### src/rtl/fetch_stage_pkg.sv
// Shared pipeline definitions for the fetch stage:
// default reset PC, bubble encoding and FSM state encoding.
package fetch_stage_pkg;

   localparam logic [31:0] DEFAULT_RESET_PC = 32'h0000_0000;
   localparam logic [31:0] DEFAULT_NOP_INST = 32'h0000_0000;

   typedef enum logic [1:0] {
      FETCH = 2'd0,
      HOLD  = 2'd1,
      DROP  = 2'd2
   } fetch_state_e;

endpackage

### src/rtl/fetch_stage_buffer.sv
// One-entry holding register for a fetched word
// and its PC+4 while decode is stalled.
module fetch_buffer (
   input  logic        Clk,
   input  logic        ResetN,
   input  logic        load_i,
   input  logic        clear_i,
   input  logic [31:0] inst_i,
   input  logic [31:0] pc4_i,
   output logic        valid_o,
   output logic [31:0] inst_o,
   output logic [31:0] pc4_o
);

   logic        valid_q;
   logic [31:0] inst_q;
   logic [31:0] pc4_q;

   always_ff @(posedge Clk or negedge ResetN) begin
      if (!ResetN) begin
         valid_q <= 1'b0;
         inst_q  <= '0;
         pc4_q   <= '0;
      end else if (load_i) begin
         valid_q <= 1'b1;
         inst_q  <= inst_i;
         pc4_q   <= pc4_i;
      end else if (clear_i) begin
         valid_q <= 1'b0;
      end
   end

   assign valid_o = valid_q;
   assign inst_o  = inst_q;
   assign pc4_o   = pc4_q;

endmodule

### src/rtl/fetch_stage.sv
// Instruction fetch stage: PC, single outstanding request,
// stall buffering and branch/jump redirect handling.
module fetch_stage
   import fetch_stage_pkg::*;
#(
   parameter logic [31:0] RESET_PC = DEFAULT_RESET_PC,
   parameter logic [31:0] NOP_INST = DEFAULT_NOP_INST
) (
   input  logic        Clk,
   input  logic        ResetN,
   input  logic        Stall,
   input  logic        Branch,
   input  logic        Jump,
   input  logic [31:0] BranchOffset,
   input  logic [25:0] JumpAddress,
   input  logic        IMemReady,
   input  logic [31:0] IMemData,
   output logic        IMemReq,
   output logic [31:0] IMemAddr,
   output logic [31:0] Inst,
   output logic        InstValid,
   output logic [31:0] IDPCPlus4
);

   fetch_state_e state_q, state_d;
   logic [31:0]  pc_q, pc_d;
   logic [31:0]  tgt_q, tgt_d;
   logic [31:0]  inst_q, inst_d;
   logic         valid_q, valid_d;
   logic [31:0]  idpc4_q, idpc4_d;
   logic         run_q;

   logic        buf_load, buf_clear, buf_valid;
   logic [31:0] buf_inst, buf_pc4;

   logic [31:0] pc_plus4;
   logic [31:0] jmp_tgt;
   logic [31:0] br_tgt;
   logic        redirect;
   logic [31:0] red_tgt;

   assign pc_plus4 = pc_q + 32'd4;
   assign jmp_tgt  = {idpc4_q[31:28], JumpAddress, 2'b00};
   assign br_tgt   = idpc4_q + (BranchOffset << 2);
   assign redirect = Jump | (Branch & ~Stall);
   assign red_tgt  = Jump ? jmp_tgt : br_tgt;

   fetch_buffer u_buf (
      .Clk     (Clk),
      .ResetN  (ResetN),
      .load_i  (buf_load),
      .clear_i (buf_clear),
      .inst_i  (IMemData),
      .pc4_i   (pc_plus4),
      .valid_o (buf_valid),
      .inst_o  (buf_inst),
      .pc4_o   (buf_pc4)
   );

   always_ff @(posedge Clk or negedge ResetN) begin
      if (!ResetN) begin
         state_q <= FETCH;
         pc_q    <= RESET_PC;
         tgt_q   <= RESET_PC;
         inst_q  <= NOP_INST;
         valid_q <= 1'b0;
         idpc4_q <= '0;
         run_q   <= 1'b0;
      end else begin
         state_q <= state_d;
         pc_q    <= pc_d;
         tgt_q   <= tgt_d;
         inst_q  <= inst_d;
         valid_q <= valid_d;
         idpc4_q <= idpc4_d;
         run_q   <= 1'b1;
      end
   end

   always_comb begin
      state_d   = state_q;
      pc_d      = pc_q;
      tgt_d     = tgt_q;
      inst_d    = inst_q;
      valid_d   = valid_q;
      idpc4_d   = idpc4_q;
      buf_load  = 1'b0;
      buf_clear = 1'b0;
      unique case (state_q)
         FETCH: begin
            if (redirect) begin
               inst_d    = NOP_INST;
               valid_d   = 1'b0;
               buf_clear = 1'b1;
               // the old request is still in flight: drain it first
               if (run_q && !IMemReady) begin
                  tgt_d   = red_tgt;
                  state_d = DROP;
               end else begin
                  pc_d = red_tgt;
               end
            end else if (run_q && IMemReady) begin
               pc_d = pc_plus4;
               if (Stall) begin
                  buf_load = 1'b1;
                  state_d  = HOLD;
               end else begin
                  inst_d  = IMemData;
                  valid_d = 1'b1;
                  idpc4_d = pc_plus4;
               end
            end else if (!Stall) begin
               inst_d  = NOP_INST;
               valid_d = 1'b0;
            end
         end
         HOLD: begin
            if (redirect) begin
               pc_d      = red_tgt;
               inst_d    = NOP_INST;
               valid_d   = 1'b0;
               buf_clear = 1'b1;
               state_d   = FETCH;
            end else if (!Stall) begin
               inst_d    = buf_inst;
               valid_d   = buf_valid;
               idpc4_d   = buf_pc4;
               buf_clear = 1'b1;
               state_d   = FETCH;
            end
         end
         DROP: begin
            inst_d  = NOP_INST;
            valid_d = 1'b0;
            if (redirect) begin
               tgt_d = red_tgt;
            end
            if (IMemReady) begin
               pc_d    = redirect ? red_tgt : tgt_q;
               state_d = FETCH;
            end
         end
         default: begin
            state_d = FETCH;
         end
      endcase
   end

   assign IMemReq   = run_q & (state_q != HOLD);
   assign IMemAddr  = pc_q;
   assign Inst      = inst_q;
   assign InstValid = valid_q;
   assign IDPCPlus4 = idpc4_q;

endmodule

### config.mk
export PLATFORM = sky130hd
export DESIGN_NAME = fetch_stage
export DESIGN_NICKNAME = d
export VERILOG_FILES = /design/src/rtl/fetch_stage_pkg.sv /design/src/rtl/fetch_stage_buffer.sv /design/src/rtl/fetch_stage.sv
export SDC_FILE = /design/constraint.sdc
export NUM_CORES = 1
export LEC_CHECK = 0
export ABC_AREA = 1
export CORE_MARGIN = 1
export CORE_UTILIZATION = 30
export CTS_CLUSTER_SIZE = 40
export DETAILED_ROUTE_END_ITERATION = 8
export PLACE_DENSITY_LB_ADDON = 0.05
export SLEW_MARGIN = 20
export SYNTH_ARGS = -nofsm -noshare
export SYNTH_HDL_FRONTEND = slang
export SYNTH_HIERARCHICAL = 1
export SYNTH_SLANG_ARGS = --single-unit
### constraint.sdc
create_clock -name Clk -period 5.5 [get_ports Clk]
set_input_delay 1.375 -clock Clk [delete_from_list [all_inputs] [get_ports Clk]]
set_output_delay 1.375 -clock Clk [all_outputs]
set_load 0.01 [all_outputs]
==> results of run 1 <==
## flip-flops by register name, summed over array words and instances (netlist names), 2 cells and up
signal and flops:
tgt_q 32, IDPCPlus4 32, state_q 2, IMemAddr 32
Inst 32, u_buf/inst_o 32, u_buf/pc4_o 32
## final cells by class
| type | instances | area, sq um | area share, % |
|---|---|---|---|
| Multi-Input combinational cell | 1434 | 6870 | 43.5 |
| Sequential cell | 197 | 4930 | 31.2 |
| Timing Repair Buffer | 213 | 2090 | 13.3 |
| Tap cell | 539 | 674 | 4.27 |
| Inverter | 169 | 634 | 4.02 |
| Clock buffer | 18 | 429 | 2.72 |
| Clock inverter | 14 | 161 | 1.02 |
| Antenna cell | 2 | 5.00 | 0.0317 |
## worst reg2reg max path, stage by stage (launching register included)
cell and delay (ns):
dfrtp_1 0.38, ha_1 0.26, inv_1 0.08, fa_1 0.41, inv_1 0.10, nand3_1 0.07
nand3_1 0.18, nand2_1 0.08, nand2_1 0.14, xnor2_1 0.07, o21ai_0 0.54, nand2_1 0.14
nand2_1 0.09, nand2_1 0.07, nand3_1 0.10, nand2_1 0.05, o21ai_0 0.07
## layer usage
| metal | global-route usage [%] | wire length (um) |
|---|---|---|
| met1 | 29.3 | 21800 |
| met2 | 36.9 | 23100 |
| met3 | 4.10 | 2330 |
| met4 | 8.05 | 1500 |
| met5 | 0 | 0 |
## worst paths after layout
check / start / end / slack [ns] / cells after the start
worst min register to register: u_buf/pc4_o[8]$_DFFE_PN0P_ / u_buf/pc4_o[8]$_DFFE_PN0P_ / 0.47 / 2
max in group asynchronous: ResetN / tgt_q[20]$_DFFE_PN0P_ / 3.57 / 2
min in group asynchronous: ResetN / IDPCPlus4[23]$_DFFE_PN0P_ / 0.92 / 1
worst min-delay path: u_buf/pc4_o[8]$_DFFE_PN0P_ / u_buf/pc4_o[8]$_DFFE_PN0P_ / 0.47 / 2
worst max register to register: IDPCPlus4[2]$_DFFE_PN0P_ / IMemAddr[8]$_DFFE_PN0P_ / 2.58 / 16
worst max-delay path: Stall / IMemAddr[24]$_DFFE_PN0P_ / 1.56 / 14
## power by group
| group | internal (W) | switching (W) | leakage [nW] |
|---|---|---|---|
| logic | 0.00183 | 0.00306 | 4.91 |
| clock network | 0.000648 | 0.000660 | 0.291 |
| registers | 0.00211 | 0.000595 | 2.46 |
## stage by stage
| stage | instances | total power, W | hold WS, ns | cell area [sq um] | utilization (%) |
|---|---|---|---|---|---|
| floorplan | 1902 | 0.00563 | 0.437 | 12900 | - |
| global placement | 2552 | 0.00764 | 0.448 | 15200 | 36.0 |
| detailed placement | 2552 | 0.00768 | 0.453 | 15200 | 36.0 |
| CTS | 2584 | 0.00902 | 0.472 | 15800 | 37.4 |
| global route | 2584 | 0.00969 | 0.487 | 15800 | 37.4 |
| finish | 2586 | 0.00890 | 0.472 | 15800 | 37.4 |
## Yosys cell counts (3+ instances only)
master | instances | share of area [%]
a21oi_1 | 105 | 4.1
a22oi_1 | 3 | 0.17
a31oi_1 | 46 | 2.2
and2_1 | 6 | 0.29
buf_1 | 14 | 0.41
buf_2 | 15 | 0.58
buf_4 | 6 | 0.35
buf_6 | 12 | 1.0
clkbuf_1 | 53 | 1.5
dfrtp_1 | 197 | 38
ha_1 | 33 | 3.2
inv_1 | 159 | 4.6
inv_2 | 9 | 0.26
nand2_1 | 700 | 20
nand3_1 | 122 | 4.7
nand4_1 | 48 | 2.3
nor2_1 | 157 | 4.6
nor2_4 | 4 | 0.35
nor3_1 | 6 | 0.23
nor3_2 | 6 | 0.46
nor4_1 | 5 | 0.24
o211ai_1 | 3 | 0.17
o21ai_0 | 98 | 3.8
o21ai_1 | 12 | 0.46
o21bai_1 | 5 | 0.29
o22ai_1 | 4 | 0.19
o31ai_1 | 4 | 0.23
or2_2 | 12 | 0.58
xnor2_1 | 10 | 0.68
xnor2_2 | 3 | 0.38
xor2_1 | 21 | 1.4
## kinds of logic after synthesis
family	count (synthesis)
AO/OA/AOI/OAI	285
XOR/XNOR	35
adder cells (fa/ha/maj)	34
buffers and inverters	271
flip-flops	197
other	1
AND/OR/NAND/NOR	1079
==> load_flow_metrics.sql, run 1 <==
INSERT INTO impl_metrics (metric_group, metric, value, unit) VALUES
('routing', 'ant_nets', '0', ''),
('placement', 'gp_congestion', '0.864', ''),
('clocking', 'worst_skew_pair.late_latency', '0.47', 'ns'),
('worst_setup_path', 'critical_path.most_common_cell', 'inv_2', ''),
('timing', 'finalHoldViolations', '0', ''),
('timing', 'worst_clock_skew', '0.0113', 'ns'),
('finish', 'layout-drive-gt1-share', '5.18', '%'),
('clocking', 'cts-hold-fix-buffers', '0', ''),
('yosys', 'postSynthRegisterBits', '197', ''),
('finish', 'syn2layout_area_growth', '22.0', '%'),
('grt', 'grt_first_pass_wirelength', '74800', 'um'),
('grt', 'track_usage', '22.4', '%'),
('floorplan', 'die_height', '210', 'um'),
('yosys', 'ys_seq_area_share', '38.1', '%'),
('worst_setup_path', 'worst-path-max-fanout', '55', ''),
('clocking', 'cts.root.buffer_cell', 'clkbuf_16', ''),
('timing', 'fin_tns_setup', '0', 'ns'),
('routing', 'drt_first_iter_violations', '938', ''),
('clocking', 'post_cts.resized_instances', '0', ''),
('clocking', 'h-tree-depth', '4', ''),
('outcome', 'run_status', 'finished clean', ''),
('yosys', 'post_synth_inst_count', '1902', ''),
('flow_run', 'drv_cap', '0', ''),
('yosys', 'async_flop_share', '100', '%'),
('grt', 'grt_start_max_net_pins', '100', ''),
('finish', 'mostFrequentLayoutCells', 'nand2_1, dfrtp_1, clkdlybuf4s50_1', ''),
('timing', 'relSlewSlack', '43.9', '%'),
('floorplan', 'floorplan_core_area', '42200', 'sq um'),
('worst_setup_path', 'critPathRequiredTime', '5.85', 'ns'),
('yosys', 'syn-mean-instance-area', '6.81', 'sq um'),
('worst_setup_path', 'cp_cell_sequence', 'clkdlybuf4s50_1 > inv_2 > a21oi_4 > buf_4 > nor2_2 > inv_2 > nor3_2 > nor3_2 > o21ai_2 > buf_4 > inv_2 > nand2_1 > a21oi_1 > a21oi_1', ''),
('finish', 'final_common_cell', 'nand2_1', ''),
('routing', 'route.detailed.vias_per_inst', '4.97', ''),
('floorplan', 'starting_density_of_the_core', '30.7', '%'),
('yosys', 'synth_top_family_by_area', 'simple AND/OR/NAND/NOR gates', ''),
('clocking', 'clkTransAtPathRegs', '0.08', 'ns'),
('routing', 'length_of_the_first_detailed_routing_pass_in_iterations', '5', ''),
('clocking', 'cts_buffers', '17', ''),
('yosys', 'synthAdderAreaFrac', '3.34', '%'),
('pwr', 'vdd.ir_drop.worst', '0.201', 'mV'),
('finish', 'fill_cells', '4579', ''),
('yosys', 'ys.flop_type', 'dfrtp_1', ''),
('yosys', 'synth_cell_area', '12900', 'sq um'),
('floorplan', 'fp.dieArea', '44000', 'sq um'),
('routing', 'wire_per_inst', '18.8', 'um'),
('floorplan', 'placementRows', '75', ''),
('timing', 'finalSetupViolations', '0', ''),
('yosys', 'syn_nets', '2032', ''),
('placement', 'detailed_place_hpwl', '34300', 'um'),
('timing', 'worst_slew_pin_slew', '0.842', 'ns'),
('timing', 'timing.fmax', '254', 'MHz'),
('pwr', 'static-leakage-power', '7.66', 'nW'),
('worst_setup_path', 'critPathLaunchType', 'primary input', ''),
('timing', 'grt_setup_unrepaired', 'no', ''),
('yosys', 'synth-simple-area-share', '35.0', '%'),
('grt', 'grt_remaining_overflow', '0', ''),
('timing', 'timing.final.crit_period', '3.94', 'ns'),
('routing', 'finalWirelength', '48700', 'um'),
('clocking', 'cts.sink_count', '197', ''),
('timing', 'final_critical_path_setup_slack', '1.56', 'ns'),
('clocking', 'cts_tree', 'built', ''),
('yosys', 'number_of_warnings_issued_by_yosys', '6', ''),
('worst_setup_path', 'max_stage_delay', '0.55', 'ns'),
('floorplan', 'die_w', '210', 'um'),
('yosys', 'synth_cell_types', '50', ''),
('finish', 'final_nets', '2162', ''),
('worst_setup_path', 'timing.critical_path.buf_inv', '6', ''),
('placement', 'post-place-ws', '1.04', 'ns'),
('routing', 'route.detailed.drc', '0', ''),
('grt', 'via_count_of_the_first_global_routing_pass', '12350', ''),
('yosys', 'share_of_the_synthesized_netlist_area_taken_by_xor_and_xnor_gates', '2.60', '%');
Note: power is estimated with default switching activity, not from simulation.
==> run 2: changes to the inputs <==
Clock period 5.5 ns to 3.6 ns, I/O delays scaled along.
==> load_flow_metrics.sql, run 2 (synthesis results as in run 1) <==
INSERT INTO impl_metrics (metric_group, metric, value, unit) VALUES
('finish', 'finish.instance_area', '16000', 'sq um'),
('timing', 'worst_slew_pin_slew', '0.790', 'ns'),
('routing', 'length_of_the_first_detailed_routing_pass_in_iterations', '5', ''),
('finish', 'layout-drive-gt1-share', '6.55', '%'),
('timing', 'finalHoldViolations', '0', ''),
('worst_setup_path', 'critical_path.most_common_cell', 'nand3_1', ''),
('finish', 'final_common_cell', 'nand2_1', ''),
('grt', 'grt_first_pass_wirelength', '75300', 'um'),
('worst_setup_path', 'number_of_cells_traversed_by_the_worst_register_to_register_path', '17', ''),
('worst_setup_path', 'cp_cell_sequence', 'clkdlybuf4s50_1 > ha_1 > inv_1 > fa_1 > inv_1 > nand3_1 > nand3_1 > buf_4 > nand2_1 > nand3_1 > nand2_1 > nand3_1 > nand3_1 > and2_1 > nand2_1 > nand2_1 > a21oi_1 > nor2_1', ''),
('floorplan', 'starting_density_of_the_core', '30.7', '%'),
('clocking', 'worst_skew_pair.late_latency', '0.46', 'ns'),
('worst_setup_path', 'endpoint_kind', 'register', ''),
('clocking', 'clkTransAtPathRegs', '0.08', 'ns'),
('timing', 'finalSetupViolations', '0', ''),
('clocking', 'cts_tree', 'built', ''),
('timing', 'grt_setup_unrepaired', 'no', ''),
('floorplan', 'ioPinCount', '194', ''),
('worst_setup_path', 'crit-reg2reg-launch', 'IDPCPlus4[2]$_DFFE_PN0P_', ''),
('finish', 'final_nets', '2194', ''),
('placement', 'detailed_place_hpwl', '35300', 'um'),
('worst_setup_path', 'timing.setup.critical_path_class', 'primary input to register', ''),
('clocking', 'clock_path_buffers', '2', ''),
('worst_setup_path', 'crit_arrival', '3.63', 'ns'),
('finish', 'layout.core_utilization', '38.0', '%'),
('worst_setup_path', 'timing.critical_path.buf_inv', '4', ''),
('floorplan', 'floorplan_core_area', '42200', 'sq um'),
('timing', 'timing.final.crit_period', '3.28', 'ns'),
('timing', 'timing.fmax', '305', 'MHz'),
('floorplan', 'die_w', '210', 'um'),
('worst_setup_path', 'worst-path-max-fanout', '4', ''),
('routing', 'dr_total_vias', '12948', ''),
('finish', 'syn2layout_area_growth', '23.9', '%'),
('routing', 'route.detailed.drc', '0', ''),
('worst_setup_path', 'critPathLaunch', 'BranchOffset[0]', ''),
('outcome', 'run_status', 'finished clean', ''),
('timing', 'final.hold.worst_slack', '0.469', 'ns'),
('pwr', 'vdd.ir_drop.worst', '0.404', 'mV'),
('timing', 'fin_tns_setup', '0', 'ns'),
('clocking', 'cts.sink_count', '197', ''),
('timing', 'min_period_over_period', '91.1', '%'),
('flow_run', 'drv_cap', '0', ''),
('clocking', 'cts_buffers', '17', ''),
('routing', 'wire_per_inst', '18.6', 'um'),
('worst_setup_path', 'regToRegEndpoint', 'IMemAddr[22]$_DFFE_PN0P_', ''),
('floorplan', 'placementRows', '75', ''),
('grt', 'grt_start_max_net_pins', '81', ''),
('timing', 'final-max-slew-violation-count', '0', ''),
('placement', 'port_buffers', '191', ''),
('routing', 'route.detailed.vias_per_inst', '4.95', ''),
('finish', 'final_cell_count_no_fill', '2615', ''),
('timing', 'relSlewSlack', '46.6', '%'),
('pwr', 'power_per_cell_area', '861', 'nW/um^2'),
('worst_setup_path', 'critPathLaunchType', 'primary input', ''),
('floorplan', 'die_height', '210', 'um'),
('grt', 'antenna_found_initial', '0', ''),
('finish', 'mostFrequentLayoutCells', 'nand2_1, dfrtp_1, clkdlybuf4s50_1', ''),
('grt', 'track_usage', '22.5', '%'),
('timing', 'worst_clock_skew', '0.0145', 'ns'),
('pwr', 'static-leakage-power', '7.81', 'nW'),
('floorplan', 'fp.dieArea', '44000', 'sq um'),
('worst_setup_path', 'cp_max_stage_cell', 'clkdlybuf4s50_1', ''),
('clocking', 'cts.root.buffer_cell', 'clkbuf_16', ''),
('hold_path', 'hold_path_class', 'primary input to asynchronous set/reset pin', ''),
('finish', 'antenna-diode-count', '0', ''),
('worst_setup_path', 'reg2reg_slack', '0.84', 'ns'),
('clocking', 'h-tree-depth', '4', ''),
('placement', 'detailed_place.area', '15500', 'sq um'),
('worst_setup_path', 'max_stage_delay', '0.47', 'ns'),
('routing', 'ant_nets', '0', ''),
('grt', 'via_count_of_the_first_global_routing_pass', '12587', ''),
('worst_setup_path', 'timing.critical_path.max_delay_family', 'simple AND/OR/NAND/NOR gates', ''),
('placement', 'dp.cells', '2584', ''),
('routing', 'drt_first_iter_violations', '771', ''),
('routing', 'finalWirelength', '48700', 'um'),
('grt', 'grt_remaining_overflow', '0', ''),
('worst_setup_path', 'critPathRequiredTime', '3.95', 'ns'),
('placement', 'gp_congestion', '0.856', '');
run 2: power breakdown:
part	switching (W)	internal, W	leakage, nW
clock	0.000945	0.00104	0.274
combinational	0.00473	0.00297	5.07
sequential	0.000902	0.00323	2.46
total	0.00658	0.00724	7.81
run 2: worst max path at each step:
stage | end | slack (ns) | cells after the start
2_1_floorplan | IMemAddr[16]$_DFFE_PN0P_ | 0.86 | 19
3_3_place_gp | IMemAddr[10]$_DFFE_PN0P_ | -0.13 | 18
3_5_place_dp | IMemAddr[10]$_DFFE_PN0P_ | -0.19 | 18
4_1_cts | IMemAddr[10]$_DFFE_PN0P_ | 0.27 | 18
5_1_grt | IMemAddr[10]$_DFFE_PN0P_ | 0.001 | 18
6_report | IMemAddr[22]$_DFFE_PN0P_ | 0.32 | 18
run 2: final cells by class:
cell class / instances / area [sq um]
clock buffers: 19 / 433
repair buffers: 245 / 2360
multi-input cells: 1434 / 6870
inverters: 169 / 634
well taps: 539 / 674
flip-flops and latches: 197 / 4930
fillers: 4518 / 26200
clock inverters: 12 / 145
run 2: routing by layer:
layer  track usage (%)  wire (um)
met1              28.6      21500
met2              38.7      24000
met3              4.38       2290
met4              6.04        956
met5                 0          0
run 2: what timing repair did:
| item | 4_1_cts | 5_1_grt |
|---|---|---|
| hold buffers | 0 | 0 |
| buffers inserted | 0 | 0 |
| setup endpoints to repair | 0 | 1 |
| gates resized for setup | 0 | 1 |
run 2: stage by stage:
step / power, W / worst slack, ns
detailed placement: 0.0120 / -0.190
global placement: 0.0119 / -0.134
finish: 0.0138 / 0.322
global route: 0.0151 / 0.00100
floorplan: 0.00861 / 0.864
CTS: 0.0140 / 0.270
==> run 3: changes to the inputs <==
Settings changed: ABC_CLOCK_PERIOD_IN_PS set to 3600.
==> results of run 3 <==
No change in the layout: final DEF, timing and power equal those of run 2.
==> variant: new RTL, config.mk and constraints of run 2 <==
Re-encode `fetch_state_e` (3 states) as one-hot, 3 bits wide.
--- a/src/rtl/fetch_stage_pkg.sv
+++ b/src/rtl/fetch_stage_pkg.sv
@@ -5,10 +5,10 @@
    localparam logic [31:0] DEFAULT_RESET_PC = 32'h0000_0000;
    localparam logic [31:0] DEFAULT_NOP_INST = 32'h0000_0000;
 
-   typedef enum logic [1:0] {
-      FETCH = 2'd0,
-      HOLD  = 2'd1,
-      DROP  = 2'd2
+   typedef enum logic [2:0] {
+      FETCH = 3'b001,
+      HOLD  = 3'b010,
+      DROP  = 3'b100
    } fetch_state_e;
 
 endpackage
Function: same outputs for any inputs over 4 cycles, from zero or initial values and one cycle with ResetN low; so few cycles prove little.
==> variant against run 2 <==
- critical path depth shrank 2
- global-route usage shrank 0.68 points
- critical path type unchanged
- first-iteration DRC count shrank 0.91%
- critical endpoint is now IMemAddr[10]
- synthesized area is essentially flat
- register-to-register slack lost 0.03 ns
- power shrank 2.4%
- setup slack gained 0.041 ns
- cell area grew 0.22%
- wire length shrank 3.5%
- die area is essentially flat
- via count shrank 1.1%
- sequential cell count grew 1
==> variant: results (changes against run 2) <==
* GRT Overall Usage at 21.8% (-0.68 points)
* Crit path max fanout at 6 (+2)
* Post-synth net total at 2040 (+0.39%)
* Static Leak at 8.21 nW (+5.2%)
* Critical path's largest stage delay at 0.42 ns (-0.05 ns)
* Post-synthesis xor/xnor area fraction at 2.14% (-0.46 points)
* Synth Area in Compound Gates at 10.6% (-1.3 points)
* First-pass GRT wire length at 73.3 mm (-2.7%)
* Dpl cells at 2601 (+0.66%)
* Initial DRC Count at 764 (-0.91%)
* Largest net degree at the start of global routing at 60 (-26%)
* Via count at 12800 (-1.1%)
* Worst-case reg-to-reg path depth at 15 (-2)
* H-tree lvl count at 4 (unchanged)
* Vias per inst at 4.86 (-1.8%)
* Peak supply drop at 0.000336 V (-17%)
* Sw frac at 46.3% (-1.3 points)
* Adder-Cell Fraction of Synth Area at 3.06% (-0.29 points)
* Pre-CTS setup slack at -0.0998 ns (+0.0902 ns)
* Metal2 WL at 21.8 mm (-9.0%)
* Synth unique cells at 52 (+4.0%)
* Clock power share at 14.6% (+0.3 points)
* Wire length on met3 at 2.59 mm (+13%)
* Worst slew pin tran at 0.802 ns (+0.0121 ns)
* Wl on met1 at 21.9 mm (+1.7%)
* Status: completed
* Post-layout nets at 2208 (+0.64%)
* R2R Setup Slk at 0.81 ns (-0.03 ns)
* RR Endpoint: IMemAddr[10]
* Fmax at 0.309 GHz (+1.3%)
* Share of layout cells above drive strength 1 at 6.49% (-0.056 points)
* WL final at 47.0 mm (-3.5%)
* Synthesized area per cell at 6.76 um2 (-0.59%)
* P_seq at 4.22 mW (+2%)
* Fillcell total at 4538 (+0.44%)
* Placement Cell Area at 15500 um2 (+0.20%)
* Synth cell count leaders: 737 x nand2_1, 200 x inv_1, 197 x dfrtp_1
* Top delay family on crit path: simple AND/OR/NAND/NOR gates
* Top post-synthesis cells by area: dfrtp_1 38%, nand2_1 21%, inv_1 5.8%
* CTS root buffer: clkbuf_16
* Ys async rst share at 100% (unchanged)
* P per Cell Area at 839 nW/um2 (-2.6%)
* Clock Skew at 0.0135 ns (-0.000974 ns)
* Gp weighted congestion at 0.885 (+3.4%)
* Sequential fraction of the synthesis area at 38.3% (+0.21 points)
* Mux share of post-synthesis cell area at 0% (unchanged)
* HPWL Detailed at 34.2 mm (-3.3%)
* Drt pass-1 iters at 5 (unchanged)
* # clock sinks at 198 (+0.51%)
* Fin Hold WS at 0.404 ns (-0.0651 ns)
variant: cell types whose count changed in the layout (fill, tap and decap cells not counted), moves of 11 or more:
cell | run 2 | this run
inv_1 | 158 | 200
a31oi_1 | 46 | 7
buf_4 | 51 | 34
o21ai_0 | 97 | 60
nand2_1 | 700 | 737
a21oi_1 | 105 | 140
nor2_1 | 155 | 125
a22oi_1 | 3 | 14
variant: layer usage:
| metal | global-route usage, % | up-vias |
|---|---|---|
| met5 | 0 | - |
| met4 | 5.54 | 0 |
| met3 | 4.06 | 36 |
| met2 | 36.1 | 323 |
| met1 | 29.2 | 6012 |
| li1 | - | 6433 |
variant: cell type report:
type	instances	area, um2	area share [%]
Clock inverter	13	139	0.864
Inverter	216	813	5.06
Tap cell	539	674	4.19
Sequential cell	198	4960	30.8
Timing Repair Buffer	232	2310	14.4
Multi-Input combinational cell	1416	6740	41.9
Clock buffer	19	443	2.75
